--- config.mk ---
export PLATFORM = sky130hd
export DESIGN_NAME = channel_arbiter
export DESIGN_NICKNAME = d
export VERILOG_FILES = /design/src/rtl/channel_arbiter.sv
export SDC_FILE = /design/constraint.sdc
export NUM_CORES = 1
export LEC_CHECK = 0
export ABC_CLOCK_PERIOD_IN_PS = 3750
export CORE_AREA = 2 2 77 79
export DETAILED_ROUTE_END_ITERATION = 8
export DIE_AREA = 0 0 79 81
export PLACE_DENSITY_LB_ADDON = 0.05
export SYNTH_ARGS = -nofsm -noshare
export SYNTH_HDL_FRONTEND = slang
export SYNTH_SLANG_ARGS = --single-unit
export TNS_END_PERCENT = 100
--- constraint.sdc ---
create_clock -name clk -period 3.75 [get_ports clk]
set_input_delay 0.375 -clock clk [delete_from_list [all_inputs] [get_ports clk]]
set_output_delay 0.375 -clock clk [all_outputs]
set_load 0.01 [all_outputs]
--- src/rtl/channel_arbiter.sv ---
// Round-robin arbiter for one shared channel among eight requesters.
// A grant ends on done, owner withdrawal or MAX_HOLD expiry, then a guard gap follows.
module channel_arbiter #(
  parameter int MAX_HOLD     = 16,
  parameter int GUARD_CYCLES = 2
) (
  input  logic       clk,
  input  logic       rst,
  input  logic [7:0] req,
  input  logic       done,
  output logic [7:0] grant,
  output logic [2:0] grant_id,
  output logic       grant_valid,
  output logic       timeout
);

  typedef enum logic [1:0] {
    IDLE  = 2'd0,
    GRANT = 2'd1,
    GUARD = 2'd2
  } state_t;

  localparam logic [7:0] HOLD_LAST  = 8'(MAX_HOLD - 1);
  localparam logic [3:0] GUARD_LAST = 4'(GUARD_CYCLES - 1);

  state_t     state, state_next;
  logic [2:0] rr_ptr, rr_ptr_next;
  logic [7:0] hold_cnt, hold_next;
  logic [3:0] guard_cnt, guard_next;
  logic [7:0] grant_next;
  logic [2:0] grant_id_next;
  logic       grant_valid_next;
  logic       timeout_next;

  logic [2:0] winner;
  logic [2:0] scan_idx;
  logic       found;
  logic       owner_req;
  logic       release_now;

  // Scan upward from rr_ptr; the 3-bit index wraps 7 -> 0 naturally.
  always_comb begin
    winner   = rr_ptr;
    scan_idx = rr_ptr;
    found    = 1'b0;
    for (int i = 0; i < 8; i++) begin
      scan_idx = rr_ptr + i[2:0];
      if (!found && req[scan_idx]) begin
        found  = 1'b1;
        winner = scan_idx;
      end
    end
  end

  assign owner_req   = req[grant_id];
  assign release_now = done || !owner_req || (hold_cnt == HOLD_LAST);

  always_comb begin
    state_next       = state;
    rr_ptr_next      = rr_ptr;
    hold_next        = hold_cnt;
    guard_next       = guard_cnt;
    grant_next       = grant;
    grant_id_next    = grant_id;
    grant_valid_next = grant_valid;
    timeout_next     = 1'b0;

    case (state)
      IDLE: begin
        if (|req) begin
          state_next       = GRANT;
          grant_next       = 8'd1 << winner;
          grant_id_next    = winner;
          grant_valid_next = 1'b1;
          rr_ptr_next      = winner + 3'd1;
          hold_next        = 8'd0;
        end
      end

      GRANT: begin
        if (release_now) begin
          state_next       = GUARD;
          grant_next       = 8'd0;
          grant_id_next    = 3'd0;
          grant_valid_next = 1'b0;
          hold_next        = 8'd0;
          guard_next       = 4'd0;
          // Only an expiry with the owner still requesting and not signalling done is a timeout.
          timeout_next     = !done && owner_req;
        end else begin
          hold_next = hold_cnt + 8'd1;
        end
      end

      GUARD: begin
        if (guard_cnt == GUARD_LAST) begin
          state_next = IDLE;
          guard_next = 4'd0;
        end else begin
          guard_next = guard_cnt + 4'd1;
        end
      end

      default: begin
        state_next       = IDLE;
        grant_next       = 8'd0;
        grant_id_next    = 3'd0;
        grant_valid_next = 1'b0;
        hold_next        = 8'd0;
        guard_next       = 4'd0;
      end
    endcase
  end

  always_ff @(posedge clk or posedge rst) begin
    if (rst) begin
      state       <= IDLE;
      rr_ptr      <= 3'd0;
      hold_cnt    <= 8'd0;
      guard_cnt   <= 4'd0;
      grant       <= 8'd0;
      grant_id    <= 3'd0;
      grant_valid <= 1'b0;
      timeout     <= 1'b0;
    end else begin
      state       <= state_next;
      rr_ptr      <= rr_ptr_next;
      hold_cnt    <= hold_next;
      guard_cnt   <= guard_next;
      grant       <= grant_next;
      grant_id    <= grant_id_next;
      grant_valid <= grant_valid_next;
      timeout     <= timeout_next;
    end
  end

endmodule

==> metrics.txt <==
Final Hold Viols 0; syn_nets 312; # diodes 0; fin nets 331; RSZ-0062 raised after global routing false; Num CTS Buffers 5; wire per inst 17.72 microns; vias per cell 6.177; Flop pwr share 14.6%; CTS tree done; PnR worst setup slack 0.3186 ns; global-route total usage across every layer 22.42%; first-pass GRT wire length 11120 microns; ys flop type dfrtp_1; CP Launch Type register; synthesized cell area 2724 sq um; vias in the first global route 2156; clock skew after layout 0.006414 ns; share of cells above drive strength 1 14.65%; library cells used by synthesis 64; final period utilization 91.50%; worst slack, placed 0.1924 ns; Die Ht 81 microns; Crit Path Category register to register; Initial DRC Count 119; Psw 1.594 mW; Worst-Skew Late Latency 0.28 ns; initial antenna violation count 0; async set or reset register ratio after synthesis 100.0%; DP HPWL 5037 microns; CTS sink cnt 30; Layout area overhead 15.20%; Critical Path End Type register; Seq/Total Area, Yosys 27.56%; Fin Hold WS 0.4729 ns; Port Buffers 23; total setup buffers inserted after CTS 0; largest net degree at the start of global routing 31; CP Data Required Time 3.89 ns; CTS Root Cell clkbuf_8; DP Area 3010 sq um; Avg Cell Area, Syn 9.233 sq um; top cell type's share of synthesized area 27.56%; Clock transition at path regs 0.06 ns; warning count from the yosys run 0; Synth area leader dfrtp_1; synth top area cells dfrtp_1 (28%), mux4_2 (9.9%), o21ai_0 (5.7%); H-tree lvl count 2; I/O pin total 24; maximum clock insertion buffer count 2; sum of negative setup slack 0 ns; Leakage 1.268 nW; post-route cell area 3138 sq um; max_slew headroom 66.88%; Peak Freq 0.2914 GHz; via count 2403; maxcap violations 0; Int Power 1.741 mW; Core Region 5675 sq um; row count 28; Worst Hold Class register to register; Initial Utilization 47.99%; Clk pwr share 9.8%; gp weighted congestion 0.9078; die area 6399 sq um; Critical Path Fanout Max 9; status complete, no violations; residual DRC count 0; Overflow after GRT 0; die width 79 microns; Synth Register Bits 30; drt total wl 6893 microns; Slew Viols, Final 0; Mapped Cells 295; worst vdd ir 0.4209 mV; PwrDens 1063 nW/um^2; logic gate share of total power 75.6%; Final ANT Viol Nets 0; Post-synth EDFFs 0; Worst Tran Pin Value 0.4938 ns; min Tclk post-route 3.431 ns; final setup vio count 0; WP data arrival 3.57 ns; Switching Share 47.79%; iteration count of the initial detailed-routing pass 5
stage by stage:
stage / util, % / total power, mW / std cells
2_1_floorplan: - / 2.418 / 295
3_3_place_gp: 53.04 / 2.956 / 382
3_5_place_dp: 53.04 / 2.953 / 382
4_1_cts: 55.03 / 3.299 / 389
5_1_grt: 55.29 / 3.589 / 389
6_report: 55.29 / 3.335 / 389
registers in the layout (all words and copies together) (netlist names):
signal and cells:
timeout 1, state 2, guard_cnt 4, grant_valid 1, grant_id 3, hold_cnt 8
rr_ptr 3, grant 8
cell usage in the layout, fill, tap and decap left out, types with 4 or more instances in the layout:
cell type and count:
a21oi_1 7, nor2_1 19, mux2i_1 14, nor2b_1 7, o21ai_0 31, xnor2_1 4
mux4_2 12, ha_1 5, nand2b_1 9, buf_4 11, nand2_1 32, clkdlybuf4s50_1 23
inv_1 9, mux2_2 4, clkbuf_8 6, nand3_1 7, and3_1 6, a32o_1 4
dfrtp_1 30, a22o_1 4
final cells by class:
cell class | instances | area (sq um)
Clock inverter | 1 | 30.03
Multi-Input combinational cell | 232 | 1827
Clock buffer | 6 | 82.58
Sequential cell | 30 | 750.7
Tap cell | 75 | 93.84
Timing Repair Buffer | 34 | 312.8
Fill cell | 522 | 2537
Inverter | 11 | 41.29
critical path, cell delays in order (launching register included):
cell,delay (ns)
dfrtp_1,0.34
inv_1,0.09
ha_2,0.50
mux4_2,0.57
mux2i_1,0.25
nand4b_1,0.16
a211oi_1,0.43
mux2i_1,0.34
a2bb2oi_4,0.16
nor2_1,0.06
ha_1,0.28
nand2_1,0.05
o21ai_0,0.07
layer usage:
metal / wire length [microns] / GRT usage, % / up-vias / share of wire, %
met3: 298 / 3.889 / 8 / 4.3
met5: 0 / 0 / - / 0
met4: 88 / 5.690 / 0 / 1.3
li1: - / - / 1154 / -
met1: 3163 / 32.01 / 1176 / 46
met2: 3342 / 35.59 / 65 / 48
cell usage after synthesis (6+ instances only):
cell type  count
nand2_1       32
o21ai_0       31
dfrtp_1       30
nor2_1        19
mux2i_1       14
mux4_2        12
clkbuf_1      10
inv_1          9
nand2b_1       9
a21oi_1        7
nand3_1        7
nor2b_1        7
and3_1         6
ha_1           6
power by group through the flow:
stage	combinational [mW]	sequential [mW]	clock (mW)
final	2.52	0.486	0.328
after global routing	2.74	0.497	0.349
after CTS	2.48	0.487	0.335
after detailed placement	2.46	0.492	0
after global placement	2.46	0.491	0
after floorplan	1.94	0.483	0
kinds of logic (layout without fill, tap and decap cells):
logic type | count (synthesis) | count (layout) | synth area share, %
compound gates | 86 | 86 | 23.11
xor+xnor | 8 | 8 | 2.848
fa+ha+maj | 6 | 6 | 2.756
buf+inv | 33 | 52 | 5.925
flops | 30 | 30 | 27.56
mux | 33 | 33 | 19.61
simple gates | 99 | 99 | 18.19
final timing paths:
path / slack [ns] / to / from / cells after the start
worst min-delay path: 0.47 / grant[6] / grant[6] / 2
worst max-delay path: 0.32 / rr_ptr[2] / rr_ptr[1] / 12
max in group asynchronous: 2.98 / grant[5] / rst / 3
worst min register to register: 0.47 / grant[6] / grant[6] / 2
worst max register to register: 0.32 / rr_ptr[2] / rr_ptr[1] / 12
min in group asynchronous: 0.48 / hold_cnt[5] / rst / 3
timing repair:
action | CTS | global route
resized for setup | 0 | 2
hold buffers | 0 | 0
endpoints found under the setup margin | 0 | 4
Power figures use the tool's default switching activity.
==> RTL change, RTL diff (same flow settings) <==
Put one more register stage on the output `timeout`, cleared by the reset. The value now appears one clock later. The other outputs are not delayed to match.
--- a/src/rtl/channel_arbiter.sv
+++ b/src/rtl/channel_arbiter.sv
@@ -23,4 +23,6 @@
   localparam logic [7:0] HOLD_LAST  = 8'(MAX_HOLD - 1);
   localparam logic [3:0] GUARD_LAST = 4'(GUARD_CYCLES - 1);
+
+  logic timeout_s0;
 
   state_t     state, state_next;
@@ -122,5 +124,5 @@
       grant_id    <= 3'd0;
       grant_valid <= 1'b0;
-      timeout     <= 1'b0;
+      timeout_s0  <= 1'b0;
     end else begin
       state       <= state_next;
@@ -131,5 +133,13 @@
       grant_id    <= grant_id_next;
       grant_valid <= grant_valid_next;
-      timeout     <= timeout_next;
+      timeout_s0  <= timeout_next;
+    end
+  end
+
+  always_ff @(posedge clk or posedge rst) begin
+    if (rst) begin
+      timeout <= '0;
+    end else begin
+      timeout <= timeout_s0;
     end
   end
Function: no difference found for any inputs over 10 cycles, from zero or initial values and one cycle with rst high; that may be too few to reach the edited logic, so the function may still have changed.
==> RTL change against the unedited design <==
Die area is the same. Sequential cell count increased by 1. Wire length is 12% lower. Design area shrank 6.2%. Setup slack improved by 16 ps. Via count decreased by 10%. Synthesized area decreased by 6.7%. Sequential share of layout area is 2.4 points higher. Non-clock buffer count fell by 1. Maximum frequency rose by 0.47%. Total power down 8.0%. Highest routed layer unchanged.
==> RTL change: results (changes against the unedited design) <==
| Metric | Value |
|---|---|
| Wire length per cell | `16.2 um (-8.3%)` |
| Status | `complete, no violations` |
| Seq/Total Area, Yosys | `30.5% (+3.0 points)` |
| Worst EP arrival | `3580 ps (about the same)` |
| Post-synth top cells | `nand2_1 (36), dfrtp_1 (31), mux2i_1 (21), o21ai_0 (18), nor2_1 (16)` |
| Worst Hold Depth | `0 (-2)` |
| Hold Path End | `timeout` |
| R2r setup slk | `330 ps (+20 ps)` |
| Main area contributors after synthesis | `dfrtp_1 (31%), mux4_2 (9.7%), mux2i_1 (8.3%)` |
| Net count after synthesis | `287 (-8.0%)` |
| # nets final | `315 (-4.8%)` |
| Vias in the first global route | `2,103 (-2.5%)` |
| Worst vdd ir | `0.453 mV (+7.7%)` |
| Met3 Use GR | `2.89% (-1.0 points)` |
| Reg-to-Reg End | `grant[7]` |
| Maximum number of pins on one net before global-route repair | `21 (-32%)` |
| Non-filler cells, final | `374 (-3.9%)` |
| Leak pwr | `1.25 nW (-1.5%)` |
| Worst Path Max Fanout | `11 (+2)` |
| Total GRT Usage | `20.8% (-1.6 points)` |
| Detailed placement HPWL | `4740 um (-6.0%)` |
| Final Wtd Congestion | `0.909 (+0.12%)` |
| Hold Crit Start | `timeout_s0` |
| DR pass1 iterations | `4 (-1)` |
| Post-synthesis average cell area | `9.42 um^2 (+2.0%)` |
| Synth cell types | `57 (-11%)` |
RTL change: worst max path at each step:
stage,start,cells after the start,endpoint
3_3_place_gp,rr_ptr[0],13,rr_ptr[2]
6_report,rr_ptr[0],12,grant[7]
3_5_place_dp,rr_ptr[0],12,grant[7]
2_1_floorplan,rr_ptr[1],14,grant[7]
4_1_cts,rr_ptr[0],12,grant[7]
5_1_grt,rr_ptr[0],13,rr_ptr[2]
RTL change: power by group:
| part | internal, mW | switching [mW] |
|---|---|---|
| registers | 0.421 | 0.0840 |
| logic | 1.03 | 1.30 |
| clock network | 0.130 | 0.112 |
RTL change: cells by family (layout without fill, tap and decap cells):
| logic type | Yosys count | after routing | share of synthesized area [%] |
|---|---|---|---|
| AND/OR/NAND/NOR | 94 | 94 | 18.4 |
| buffers and inverters | 21 | 50 | 4.48 |
| flip-flops | 31 | 31 | 30.5 |
| multiplexers | 36 | 36 | 19.8 |
| adder cells (fa/ha/maj) | 6 | 6 | 2.95 |
| XOR/XNOR | 8 | 8 | 3.05 |
| AO/OA/AOI/OAI | 74 | 74 | 20.8 |
RTL change: worst max-delay path: stages, from the launching register on:
cell	delay (ps)
dfrtp_1	350
inv_2	110
ha_1	610
mux2i_1	380
mux4_2	420
a32o_2	250
nand2_1	90
o31a_1	280
a32o_1	250
o21ai_2	140
nor2_1	50
ha_1	180
a22o_1	200
RTL change: layout make-up:
cell class / count / area (um^2) / share of cell area (%)
clock buffers: 7 / 76.3 / 2.59
inverters: 9 / 33.8 / 1.15
multi-input cells: 218 / 1650 / 56.2
repair buffers: 33 / 305 / 10.4
flip-flops and latches: 31 / 776 / 26.4
well taps: 75 / 93.8 / 3.19
clock inverters: 1 / 5.00 / 0.170
RTL change: per-layer routing:
layer	wire, um	up-vias
met3	112	14
met5	0	-
met4	161	0
met1	2640	1036
met2	3160	29
li1	-	1074
RTL change: per-stage QoR:
stage	instance area [um^2]	hold slack (ps)	worst slack (ps)	power, mW
after CTS	2940	353	364	3.08
after detailed placement	2860	339	373	2.83
after global placement	2860	335	400	2.83
after global routing	2940	367	118	3.33
final	2940	349	335	3.07
after floorplan	2540	331	207	2.30
